===== config.mk =====
export PLATFORM = sky130hd
export DESIGN_NAME = seq_chunk_adder
export DESIGN_NICKNAME = d
export VERILOG_FILES = /design/src/rtl/seq_chunk_adder.sv
export SDC_FILE = /design/constraint.sdc
export NUM_CORES = 1
export LEC_CHECK = 0
export BUFFER_PORTS_ARGS = -buffer_cell sky130_fd_sc_hd__buf_2
export CAP_MARGIN = 20
export CORE_ASPECT_RATIO = 1.4
export CORE_MARGIN = 2
export CORE_UTILIZATION = 46
export CTS_BUF_LIST = sky130_fd_sc_hd__clkbuf_2 sky130_fd_sc_hd__clkbuf_4 sky130_fd_sc_hd__clkbuf_8
export CTS_CLUSTER_SIZE = 8
export DETAILED_ROUTE_END_ITERATION = 12
export PLACE_DENSITY = 0.69
export SYNTH_ARGS = -nofsm -noshare
export SYNTH_HDL_FRONTEND = slang
export SYNTH_SLANG_ARGS = --single-unit

===== constraint.sdc =====
create_clock -name clk -period 4.1 [get_ports clk]
set_input_delay 0.41 -clock clk [delete_from_list [all_inputs] [get_ports clk]]
set_output_delay 0.41 -clock clk [all_outputs]
set_load 0.01 [all_outputs]

===== src/rtl/seq_chunk_adder.sv =====
// Multi-cycle chunked ripple adder/subtractor: one CHUNK-bit slice per cycle,
// carry registered between slices, valid/ready handshakes on both sides.
module seq_chunk_adder #(
    parameter int unsigned WIDTH = 32,
    parameter int unsigned CHUNK = 8
) (
    input  logic             clk,
    input  logic             reset,
    input  logic             in_valid,
    output logic             in_ready,
    input  logic [WIDTH-1:0] a,
    input  logic [WIDTH-1:0] b,
    input  logic             carry_in,
    input  logic             sub,
    output logic             out_valid,
    input  logic             out_ready,
    output logic [WIDTH-1:0] sum,
    output logic             carry_out,
    output logic             overflow,
    output logic             zero
);
    localparam int unsigned NCHUNK = WIDTH / CHUNK;
    localparam int unsigned IDXW   = (NCHUNK > 1) ? $clog2(NCHUNK) : 1;
    localparam int unsigned CW     = CHUNK + 1;

    typedef enum logic [1:0] {IDLE, RUN, DONE} state_e;

    state_e           state_q;
    logic [IDXW-1:0]  idx_q;
    logic             carry_q;
    logic [WIDTH-1:0] a_q;
    logic [WIDTH-1:0] b_q;
    logic [WIDTH-1:0] sum_q;
    logic             carry_out_q;
    logic             overflow_q;
    logic             zero_q;
    logic             in_ready_q;
    logic             out_valid_q;

    logic [31:0]      base_c;
    logic [CHUNK-1:0] a_sl_c;
    logic [CHUNK-1:0] b_sl_c;
    logic [CHUNK:0]   slice_c;
    logic [WIDTH-1:0] slice_mask_c;
    logic [WIDTH-1:0] sum_d;
    logic             msb_cin_c;

    // Current slice add and the sum with that slice merged in.
    always_comb begin
        base_c       = 32'(idx_q) * 32'(CHUNK);
        a_sl_c       = CHUNK'(a_q >> base_c);
        b_sl_c       = CHUNK'(b_q >> base_c);
        slice_c      = CW'(a_sl_c) + CW'(b_sl_c) + CW'(carry_q);
        slice_mask_c = WIDTH'({CHUNK{1'b1}}) << base_c;
        sum_d        = (sum_q & ~slice_mask_c) | (WIDTH'(slice_c[CHUNK-1:0]) << base_c);
        // Carry into the slice MSB; on the final slice this is the carry into bit WIDTH-1.
        msb_cin_c    = slice_c[CHUNK-1] ^ a_sl_c[CHUNK-1] ^ b_sl_c[CHUNK-1];
    end

    always_ff @(posedge clk) begin
        if (reset) begin
            state_q     <= IDLE;
            idx_q       <= '0;
            carry_q     <= 1'b0;
            a_q         <= '0;
            b_q         <= '0;
            sum_q       <= '0;
            carry_out_q <= 1'b0;
            overflow_q  <= 1'b0;
            zero_q      <= 1'b0;
            in_ready_q  <= 1'b1;
            out_valid_q <= 1'b0;
        end else begin
            case (state_q)
                IDLE: begin
                    if (in_valid) begin
                        // Subtract is a + ~b + ~borrow_in.
                        a_q        <= a;
                        b_q        <= sub ? ~b : b;
                        carry_q    <= carry_in ^ sub;
                        idx_q      <= '0;
                        in_ready_q <= 1'b0;
                        state_q    <= RUN;
                    end
                end
                RUN: begin
                    sum_q   <= sum_d;
                    carry_q <= slice_c[CHUNK];
                    idx_q   <= idx_q + IDXW'(1);
                    if (idx_q == IDXW'(NCHUNK - 1)) begin
                        carry_out_q <= slice_c[CHUNK];
                        overflow_q  <= msb_cin_c ^ slice_c[CHUNK];
                        zero_q      <= (sum_d == '0);
                        out_valid_q <= 1'b1;
                        state_q     <= DONE;
                    end
                end
                DONE: begin
                    if (out_ready) begin
                        out_valid_q <= 1'b0;
                        in_ready_q  <= 1'b1;
                        state_q     <= IDLE;
                    end
                end
                default: state_q <= IDLE;
            endcase
        end
    end

    assign in_ready  = in_ready_q;
    assign out_valid = out_valid_q;
    assign sum       = sum_q;
    assign carry_out = carry_out_q;
    assign overflow  = overflow_q;
    assign zero      = zero_q;

endmodule


Yosys cells after proc, flatten, opt, wreduce, memory -nomap -nowiden. Cells that the tools add are included.

Shift-type cells: 4. Equality and inequality tests: 6. Bitwise gates (word level): 8. Reduce and logical (&&, ||, !) cells: 11. $add $sub $neg: 3. Multiplexer cells: 15.

Operators by type and width (number): $not A32 Y32 (2); $shr A32 B5 Y8 (2); $and A32 B32 Y32 (1); $logic_not A32 Y1 (1); $mux W32 (1); $or A32 B32 Y32 (1); $shl A8 B5 Y32 (1); $shl A8 B5 Y32 const A (1); $add A8 B8 Y9 (1); $add A9 B1 Y9 (1); $reduce_and A3 Y1 (3); $mux W2 (4); $ne A2 B2 Y1 const B (3); $pmux W1 S2 (3); $pmux W2 S3 (1); $reduce_and A2 Y1 (3); $reduce_bool A2 Y1 (3); $mux W1 (5); $eq A2 B2 Y1 const B (2); $pmux W2 S2 (1); $xor A1 B1 Y1 (4); $add A2 B1 Y2 const B (1); $eq A2 B1 Y1 const B (1); $logic_not A2 Y1 (1).

Word-level logic and storage cells: 58. Register bits after elaboration: 106. Output and inout bits: 37.

Depth between registers and ports, before layout.
Word-level depth: 6. Depth in mapped cells: 11. Gate-level depth less buffers: 10.

Worst setup path before layout. Ideal clock, no wire load.

Path kind: register -> register. Start point: register idx_q[0]. End point: register zero_q (netlist: zero). Arrival: 3463 ps. Clock period less this slack: 3548 ps. Path slack: 552 ps. Stages on the path, launching flop included: 11. Setup time: 84 ps. Path buffers: 2. Cell sequence: dfxtp_1 buf_2 buf_1 mux4_2 ha_1 xnor2_1 nand2_1 o21ai_0 or4_1 or4_1 o31ai_2.

Cells in the longest elaborated chain, start to end: 6. Elaborated cells between the ends (all ways): 12.

RTL lines: from (decl) (RTL line 29) `logic [IDXW-1:0] idx_q;`; from (signal assigned) (RTL line 89) `idx_q <= idx_q + IDXW'(1);`; $shr A32 B5 Y8, on equally long branches (RTL line 51, 52); $add A8 B8 Y9 (RTL line 53) `slice_c = CW'(a_sl_c) + CW'(b_sl_c) + CW'(carry_q);`; $add A9 B1 Y9 (RTL line 53); $shl A8 B5 Y32 (RTL line 55) `sum_d = (sum_q & ~slice_mask_c) | (WIDTH'(slice_c[CHUNK-1:0]) << base_c);`; $or A32 B32 Y32 (RTL line 55); $logic_not A32 Y1 (RTL line 93) `zero_q <= (sum_d == '0);`; to (signal assigned) (RTL line 93); to (decl) (RTL line 36) `logic zero_q;`.

Several ways; a longest one is shown, not always the timed one. A chain may end at the register's enable or synchronous reset.

Worst setup path after layout. Same ends and word-level chain as after synthesis.

==> impl_metrics.yaml <==
outcome:
  status: "completed"
synth:
  avgSynthCellArea_um2: 9.03
  synthTopCellsByArea: "dfxtp_1 (44%), mux4_2 (7.5%), xnor2_1 (7.4%)"
  yosys_warnings: 0
  syn-num-nets: 618
  yosysMostFrequentCell: "dfxtp_1"
  synth_flop_cell: "dfxtp_1"
  ys_ff_latch: 106
  async_flop_share: 0
  synth_cells: 535
  netlist_area_mm2: 0.00483
  synth.distinct_cells: 42
  synthTopCellsByCount: "dfxtp_1 (106), nor2_1 (77), nand2_1 (75)"
  netlist.area_leader.share: 0.439
  synth-edff-count: 0
  yosysTopAreaCell: "dfxtp_1"
  ys_seq_area_frac: 0.439
cts:
  numCtsBuffers: 9
  cts_hold_buf: 0
  cts_max_level: 3
  clk_pin_slew_ps: 90
  post_cts_buffers: 0
  clock_tree.buffer_depth: 2
  insertion_delay_ps: 370
  cts_resized: 0
  ctsRootBufferMaster: "clkbuf_8"
  clock_sinks: 106
  cts_tree: "built"
worst_setup_path:
  crit_chain: "mux4_2, fa_1, inv_1, fa_1, inv_1, a2111o_1, or4_1, or4_1, o31ai_2"
  r2r-start: "idx_q[0]"
  max_stage_delay_ps: 610
  r2r_setup_slack_ps: 590
  worst_setup_path_end_kind: "flip-flop"
  reg2regPathDepth: 9
  critPathLaunchType: "flip-flop"
  cp.required_ps: 4390
  cp_max_fo: 8
  critPathArrivalTime_ps: 3800
  critPathKind: "flip-flop to flip-flop"
  worstPathBufferInverterCount: 2
  regToRegEndpoint: "zero"
  cpMaxStageDelayCell: "dfxtp_1"
  cp_top_family: "simple AND/OR/NAND/NOR gates"
sta:
  max_freq_mhz: 285
  setup_viol: 0
  finalHoldViolations: 0
  rsz0062_at_grt: "false"
  tns_ps: 0
  period_needed_ps: 3510
  tightest_slew_ps: 1060
  min_period_over_period: 0.855
  postLayoutSetupSlackWorst_ps: 595
  clock-skew-final_ps: 7.58
  slew_headroom: 0.291
  drv_slew: 0
global_routing:
  top_usage_layer: "met2"
  grt_max_degree: 106
  global_route.usage.met1: 0.243
  use_met2: 0.355
  grt_pass1_vias: 3845
  grt_remaining_overflow: 0
  antenna_found_initial: 0
  gr-usage-all-layers: 0.201
  use_met3: 0.0235
  grt_pass1_wl_mm: 18.4
floorplanning:
  die_height_um: 125
  core_area_mm2: 0.0103
  dieArea_mm2: 0.0114
  rows: 44
  die-width_um: 90.6
  initial_core_util: 0.469
  io_pins: 107
detailed_routing:
  wl_mm: 11.2
  vias: 4046
  ant_nets: 0
  drtIter0Drc: 170
  post_drt_wl_per_cell_um: 14.7
  drt_pass1_iterations: 5
  drc_errors: 0
  viasPerCell: 5.31
worst_hold_path:
  hold_path.startpoint: "reset"
  hold_class: "input port to flip-flop"
  worstHoldEndpoint: "out_valid"
  hold_depth: 2
final_layout:
  nets: 703
  antennaDiodeCount: 0
  fillers: 986
  syn_to_final_growth_pct: 16.1
  drive_gt1_frac: 0.237
pwr:
  p_per_area_mw_per_mm2: 378
  power_leakage_nw: 2.27
  peakVddDrop_uv: 164
place:
  io_buffer_count: 106
  gp_congestion: 0.835
  hpwl_mm: 8.24
  place_worst_setup_slack_ps: 627
flow_run:
  max_cap_violations: 0
-- layer usage --
layer  vias to the layer above  part of all wire
li1                       2041                 -
met1                      1862              0.42
met2                       126              0.51
met3                        17             0.046
met4                         0             0.024
met5                         -                 0
-- flip-flops by register name (all words and copies together), names as in the netlist --
signal and cells:
a_q 32, b_q 32, sum 32, idx_q 2
state_q 2, carry_out 1, carry_q 1, in_ready 1
out_valid 1, overflow 1, zero 1
-- layout make-up --
class	instances	area, um2	share of cell area
Inverter	11	41.3	0.00736
Clock buffer	12	159	0.0283
Tap cell	138	173	0.0308
Sequential cell	106	2120	0.378
Timing Repair Buffer	111	571	0.102
Clock inverter	3	15.0	0.00268
Multi-Input combinational cell	381	2530	0.451
-- through the flow --
step	instance area (um2)	power (mW)	hold slack [ps]	instances	utilization
floorplan	4830	1.43	433	535	-
global placement	5440	1.55	443	747	0.528
detailed placement	5440	1.56	445	747	0.528
CTS	5610	2.13	223	762	0.545
global route	5610	2.23	227	762	0.545
finish	5610	2.12	232	762	0.545
-- how the worst max path moves through the flow --
stage          endpoint  slack (ps)  depth (start not counted)      from
2_1_floorplan      zero         550                         10  idx_q[0]
3_3_place_gp       zero         710                          9  idx_q[0]
3_5_place_dp       zero         630                          9  idx_q[0]
4_1_cts            zero         600                          9  idx_q[0]
5_1_grt            zero         390                          9  idx_q[0]
6_report           zero         590                          9  idx_q[0]
-- layout by cell type (no fill, tap or decap), types with 2 or more instances in the layout --
master / count
a211oi_1: 34
a21oi_1: 43
a22oi_1: 30
buf_2: 105
buf_4: 6
clkbuf_8: 11
clkinv_2: 3
dfxtp_1: 106
fa_1: 2
ha_1: 11
inv_1: 11
mux4_2: 16
nand2_1: 75
nand2b_1: 2
nand3_1: 3
nand3b_1: 3
nor2_1: 76
nor2b_1: 3
nor3_1: 6
o211ai_1: 2
o21ai_0: 5
o21bai_1: 2
o22ai_1: 2
or2_2: 3
or3_1: 2
or4_1: 4
xnor2_1: 41
-- worst register-to-register path, delay by kind of cell (launching register included) --
kind                       cells  cell delay [ps]
and+or+nand+nor                2              890
muxes                          1              580
DFF                            1              610
AOI/OAI and AO/OA              2              560
adders and majority gates      2              600
buffers and inverters          2              170
-- where the power goes --
group / internal (mW) / switching, mW / total (mW)
sequential: 1.09 / 0.0415 / 1.13
clock: 0.255 / 0.327 / 0.581
combinational: 0.175 / 0.229 / 0.404
-- kinds of logic after synthesis --
family                     count (synthesis)  synth area share
AOI/OAI and AO/OA                        127             0.175
buffers and inverters                     48            0.0391
xor gates and xnor gates                  42            0.0761
DFF                                      106             0.439
and+or+nand+nor                          182             0.158
adders and majority gates                 13            0.0368
muxes                                     17            0.0766
Power figures use the tool's default switching activity.
